**src/rtl/count_sequence_checker_pkg.sv**
```systemverilog
// Shared types and default widths for the counter stage and its sequence checker.
package count_sequence_checker_pkg;

  typedef enum logic [1:0] {
    ACQUIRE = 2'd0,
    TRACK   = 2'd1,
    FAULT   = 2'd2
  } state_e;

  localparam int CNT_W  = 4;
  localparam int WRAP_W = 8;

endpackage

```
**src/rtl/count_sequence_checker_sat_counter.sv**
```systemverilog
// Saturating up-counter with synchronous clear; used for the wrap statistics.
module sat_counter #(
  parameter int WRAP_W = count_sequence_checker_pkg::WRAP_W
) (
  input  logic              clk_i,
  input  logic              rst_ni,
  input  logic              clr_i,
  input  logic              inc_i,
  output logic [WRAP_W-1:0] cnt_o
);

  logic [WRAP_W-1:0] cnt_q;
  logic [WRAP_W-1:0] cnt_d;

  function automatic logic [WRAP_W-1:0] sat_inc(input logic [WRAP_W-1:0] v);
    return (&v) ? v : v + WRAP_W'(1);
  endfunction

  always_comb begin
    cnt_d = cnt_q;
    if (clr_i)      cnt_d = '0;
    else if (inc_i) cnt_d = sat_inc(cnt_q);
  end

  always_ff @(posedge clk_i or negedge rst_ni) begin
    if (!rst_ni) cnt_q <= '0;
    else         cnt_q <= cnt_d;
  end

  assign cnt_o = cnt_q;

endmodule

```
**config.mk**
```make
export PLATFORM = sky130hd
export DESIGN_NAME = sat_counter
export DESIGN_NICKNAME = d
export VERILOG_FILES = /design/src/rtl/count_sequence_checker_pkg.sv /design/src/rtl/count_sequence_checker_sat_counter.sv
export SDC_FILE = /design/constraint.sdc
export NUM_CORES = 1
export LEC_CHECK = 0
export ABC_AREA = 1
export CAP_MARGIN = 20
export CORE_AREA = 2 2 39 41
export CTS_BUF_LIST = sky130_fd_sc_hd__clkbuf_8 sky130_fd_sc_hd__clkbuf_16
export DETAILED_ROUTE_END_ITERATION = 10
export DIE_AREA = 0 0 41 43
export GPL_TIMING_DRIVEN = 1
export PLACE_DENSITY = 0.75
export SYNTH_ARGS = -nofsm -noshare
export SYNTH_HDL_FRONTEND = slang
export SYNTH_SLANG_ARGS = --single-unit
```
**constraint.sdc**
```tcl
create_clock -name clk_i -period 1.4 [get_ports clk_i]
set_input_delay 0.35 -clock clk_i [delete_from_list [all_inputs] [get_ports clk_i]]
set_output_delay 0.35 -clock clk_i [all_outputs]
set_load 0.05 [all_outputs]
```
==> results.md <==
Die:
- Once the floorplan was initialized, standard cells occupied a little over a third of the core.
- The total area inside the core boundary comes to about 0.0014 mm².
- In this run the horizontal extent of the chip is 41 µm.
- The number of I/O pins is 12.
- The floorplan step defined a die boundary enclosing approximately 0.0018 mm².
- The number of rows created at floorplan is 14.
- The die height is ~43 µm.

Final layout:
- The register with the most flip-flops in the layout has 8 of them.
- At the end of the flow, the number of nets in the layout was 95.
- The count of cells in the finished layout, fillers not included, comes to between 100 and 150.
- The repair_antennas step left the layout with diodes totalling 0.
- The post-route netlist has around a third of its cells at a drive strength greater than 1.
- The signed area change from the synthesized netlist to the final layout is 61.5%.
- The post-layout utilization of the core is between 50 and 60%.

Power and ir drop:
- Across the VDD grid, the largest voltage drop is 537 µV.
- In this run switching power makes up 26.8% of total power.
- The power density normalized to cell area is slightly above 800 mW/mm².
- The analysis attributes to cell leakage a power of about 0.00037 µW.
- The switching power is 177 µW.
- The power after layout is 661 µW.
- The clock network fraction of total power is approximately 45%.
- The internal portion of the total power is 484 µW.
- The sequential share of power is between 30% and 40%.
- The fraction of power consumed by combinational cells is 17.4%.

Logic synthesis:
- The mux cell area share after synthesis is 0%.
- The most used flip-flop cell after synthesis is sky130_fd_sc_hd__dfrtp_1.
- Sorting the synthesized cells by how often they occur yields 20 x sky130_fd_sc_hd__nand2_1, 10 x sky130_fd_sc_hd__nand3_1, 9 x sky130_fd_sc_hd__inv_1, 8 x sky130_fd_sc_hd__dfrtp_1, 7 x sky130_fd_sc_hd__nor2_1.
- The count of distinct cell types in the synthesized netlist is 17.
- The total nets after synthesis is 75.
- The share of the yosys chip area belonging to registers is about two fifths.
- The cell taking the most area after synthesis is sky130_fd_sc_hd__dfrtp_1.
- The synthesized netlist devotes between 2 and 3% of its cell area to adder and majority cells.
- The main combinational cell family by area after synthesis is simple AND/OR/NAND/NOR gates.
- After synthesis, the share of flip-flops with an asynchronous set or reset is 100%.
- The synthesized netlist devotes 11.3% of its cell area to compound gates.
- Ranked by total cell area, the synthesized netlist is headed by sky130_fd_sc_hd__dfrtp_1 40%, sky130_fd_sc_hd__nand2_1 15%, sky130_fd_sc_hd__nand3_1 10%, sky130_fd_sc_hd__inv_1 6.8%, sky130_fd_sc_hd__nor2_1 5.3%.
- Synthesis produced a netlist whose cell count is 70.
- The number of synthesis warnings is 0.
- The flip-flop and latch count after synthesis is 8.
- The synthesized netlist devotes about 1.7% of its cell area to XOR and XNOR gates.
- The area fraction of the dominant cell type after synthesis is 40.0%.
- After Yosys synthesis, and, or, nand and nor cells account for 37.0% of the synthesized area.
- Among all cell types in the netlist, the one instantiated most often is sky130_fd_sc_hd__nand2_1.
- The synthesized area divided by synthesized cell count is approximately 7 µm².
- The cell area after technology mapping is about 500 µm².
- The number of synthesized flops with an enable pin is 0.

Worst setup path:
- At the worst endpoint, the required time is roughly 1500 ps.
- STA classifies the critical path startpoint as a flop.
- The library cell contributing the largest single delay on the critical path is sky130_fd_sc_hd__dfrtp_2.
- Measured in cells, the most critical reg-to-reg path has a length of 7.
- In this run the register-to-register setup slack is around 52 ps.
- The endpoint type of the worst setup path is a flop.
- Grouping stages by cell kind, the critical path spends the most delay in flip-flops.
- On the worst path, the slowest cell contributes a delay of ~450 ps.
- Data arrives at the worst endpoint at approximately 1500 ps.
- Traced cell by cell, the critical path runs through ha_4, nand2_2, nor2_2, a21oi_2, nand3_1, nand2_1, inv_1.
- The startpoint of the worst-slack reg-to-reg timing path is cnt_o[0].
- The endpoint identified for the worst register-to-register timing path is cnt_o[7].
- The number of buffers and inverters on the critical path is 1.
- Along the worst path, the maximum fanout reaches 5.
- By startpoint and endpoint, the worst setup path is classified as reg -> reg.

GRT:
- The via count of the first global-routing pass was between 400 and 500.
- Summed over all layers, the global routing overflow is 0.
- Entering global routing, the biggest net connects 10 pins.
- The first global-routing pass estimated 2020 µm of wire.
- Global routing used between 15 and 20% of the available tracks.
- The number of antenna violations at the first check in global routing came to 0.

STA:
- The maximum clock skew at final layout is ~7.8 ps.
- At the pin with the least slew margin, the transition time is ~380 ps.
- Setup repair after global routing could not meet its margin everywhere.
- The final hold violation count is 0.
- Setup total negative slack on the finished layout was measured at 0 ps.
- Final hold analysis gives a worst-case slack of approximately 400 ps.
- Derived from the worst setup path, the maximum achievable clock frequency is roughly 740 MHz.
- The final critical delay including setup and external delays is between 1000 and 1500 ps.
- Setup violations remaining at the end of the flow were counted as 0.
- The worst pin sits at a relative slew slack of between 70% and 80%.
- The max-slew violation count came to 0.
- The final critical path takes up between 90% and 100% of the cycle.

CTS:
- The maximum count of clock buffers along a single path is 2.
- The CTS buffer count is 3.
- At the later pin of the worst-skew pair, clock insertion delay measures around 240 ps.
- Buffers added to address setup during post-CTS repair amount to 0.
- The number of levels the H-tree was split into is 1.
- In this run, post-CTS hold repair placed 0 buffers.
- The clock root buffer is sky130_fd_sc_hd__clkbuf_8.
- The clock tree from TritonCTS is yes.
- The clock net in this run drives a total of 8 sinks.
- The clock transition at the register clock pins on the worst setup and hold paths after CTS is 50 ps.

Routing:
- Summed over all layers, the routed wires come to between 1000 and 1500 µm.
- In the routed design, unresolved DRC markers number 0.
- The violation count after the first detailed-route iteration is 17.
- The overall via count from detail_route is between 500 and 600.
- The count of nets left with antenna violations once routing finished came out at 0.
- The number of optimization iterations in the first detailed-route pass is 4.
- The average via count per standard cell is 5.05.
- In the final routed layout, each cell accounts on average for around 12 µm.

Placement:
- The global placer's final weighted congestion is between 0.8 and 0.9.
- Including well taps, the total number of placed cells is between 100 and 150.
- Buffers placed on the I/O ports in this run total 11.
- Once detailed placement completed, the half-perimeter wirelength came to just over 900 µm.

Worst hold path:
- The worst min-delay path class is in -> async.

Outcome:
- The run finished with clean final reports.

Job:
- The tool flagged a number of max-cap violations equal to 0.
## cells in the final DEF (no fill, tap or decap)
cell type                          n
sky130_fd_sc_hd__nand2_1          20
sky130_fd_sc_hd__a21o_1            1
sky130_fd_sc_hd__nand2_4           1
sky130_fd_sc_hd__buf_4             4
sky130_fd_sc_hd__a21oi_1           2
sky130_fd_sc_hd__nand2_2           1
sky130_fd_sc_hd__o21bai_1          2
sky130_fd_sc_hd__nand3_1          10
sky130_fd_sc_hd__dfrtp_1           3
sky130_fd_sc_hd__a21oi_2           1
sky130_fd_sc_hd__nor2_2            1
sky130_fd_sc_hd__clkbuf_8          3
sky130_fd_sc_hd__inv_2             1
sky130_fd_sc_hd__clkdlybuf4s50_1   3
sky130_fd_sc_hd__o21ai_2           1
sky130_fd_sc_hd__inv_1            10
sky130_fd_sc_hd__xor2_1            1
sky130_fd_sc_hd__dfrtp_2           5
sky130_fd_sc_hd__o21ai_0           2
sky130_fd_sc_hd__nor2_1            7
sky130_fd_sc_hd__buf_12            8
sky130_fd_sc_hd__ha_4              1
sky130_fd_sc_hd__nand3_2           1
## power groups by stage
stage	Clock (µW)	Sequential, µW	Combinational [µW]
after floorplan	0	276	29.8
after global placement	0	254	113
after detailed placement	0	255	115
after CTS	303	251	115
after global routing	316	252	122
final	295	251	115
## worst reg2reg max path, cell delays in order, from the launching register on
cell and delay [ps]:
sky130_fd_sc_hd__dfrtp_2 450, sky130_fd_sc_hd__ha_4 180, sky130_fd_sc_hd__nand2_2 90, sky130_fd_sc_hd__nor2_2 60, sky130_fd_sc_hd__a21oi_2 240, sky130_fd_sc_hd__nand3_1 100, sky130_fd_sc_hd__nand2_1 70, sky130_fd_sc_hd__inv_1 40
## logic make-up after synthesis
kind of cell / count (synthesis)
AO/OA/AOI/OAI: 9
adder cells (fa/ha/maj): 1
flip-flops: 8
XOR/XNOR: 1
buffers and inverters: 10
AND/OR/NAND/NOR: 41
## final cells by class
type / count / area, µm²
clock buffer: 3 / 41.3
fill: 122 / 576
inverter: 10 / 37.5
multi-input combinational: 52 / 279
tap: 16 / 20.0
sequential: 8 / 206
timing repair buffer: 15 / 220
clock inverter: 1 / 3.75
## per-layer routing
layer | vias to the layer above | routed length [µm] | GRT usage (%)
li1 | 262 | - | -
met1 | 246 | 563 | 24.7
met2 | 17 | 581 | 21.3
met3 | 5 | 68 | 6.81
met4 | 0 | 39 | 14.0
met5 | - | 0 | 0
## timing repair
item                       CTS  global route
hold endpoints to repair     0             0
resized for setup            0             0
setup endpoints to repair    0             1
## worst max path at each step
| stage | startpoint | slack [ps] | end | cells after the start |
|---|---|---|---|---|
| floorplan | cnt_o[1] | 10 | cnt_o[3] | 8 |
| global placement | inc_i | 10 | cnt_o[7] | 6 |
| detailed placement | clr_i | -40 | cnt_o[3] | 7 |
| CTS | cnt_o[0] | 60 | cnt_o[7] | 7 |
| global route | cnt_o[0] | -40 | cnt_o[7] | 7 |
| finish | cnt_o[0] | 50 | cnt_o[7] | 7 |
## through the flow
stage	instance area [µm²]	worst slack, ps
after global routing	808	-43.0
after floorplan	523	10.3
final	808	52.0
after CTS	808	64.6
after detailed placement	763	-44.9
after global placement	763	13.9
Power figures use the tool's default switching activity.
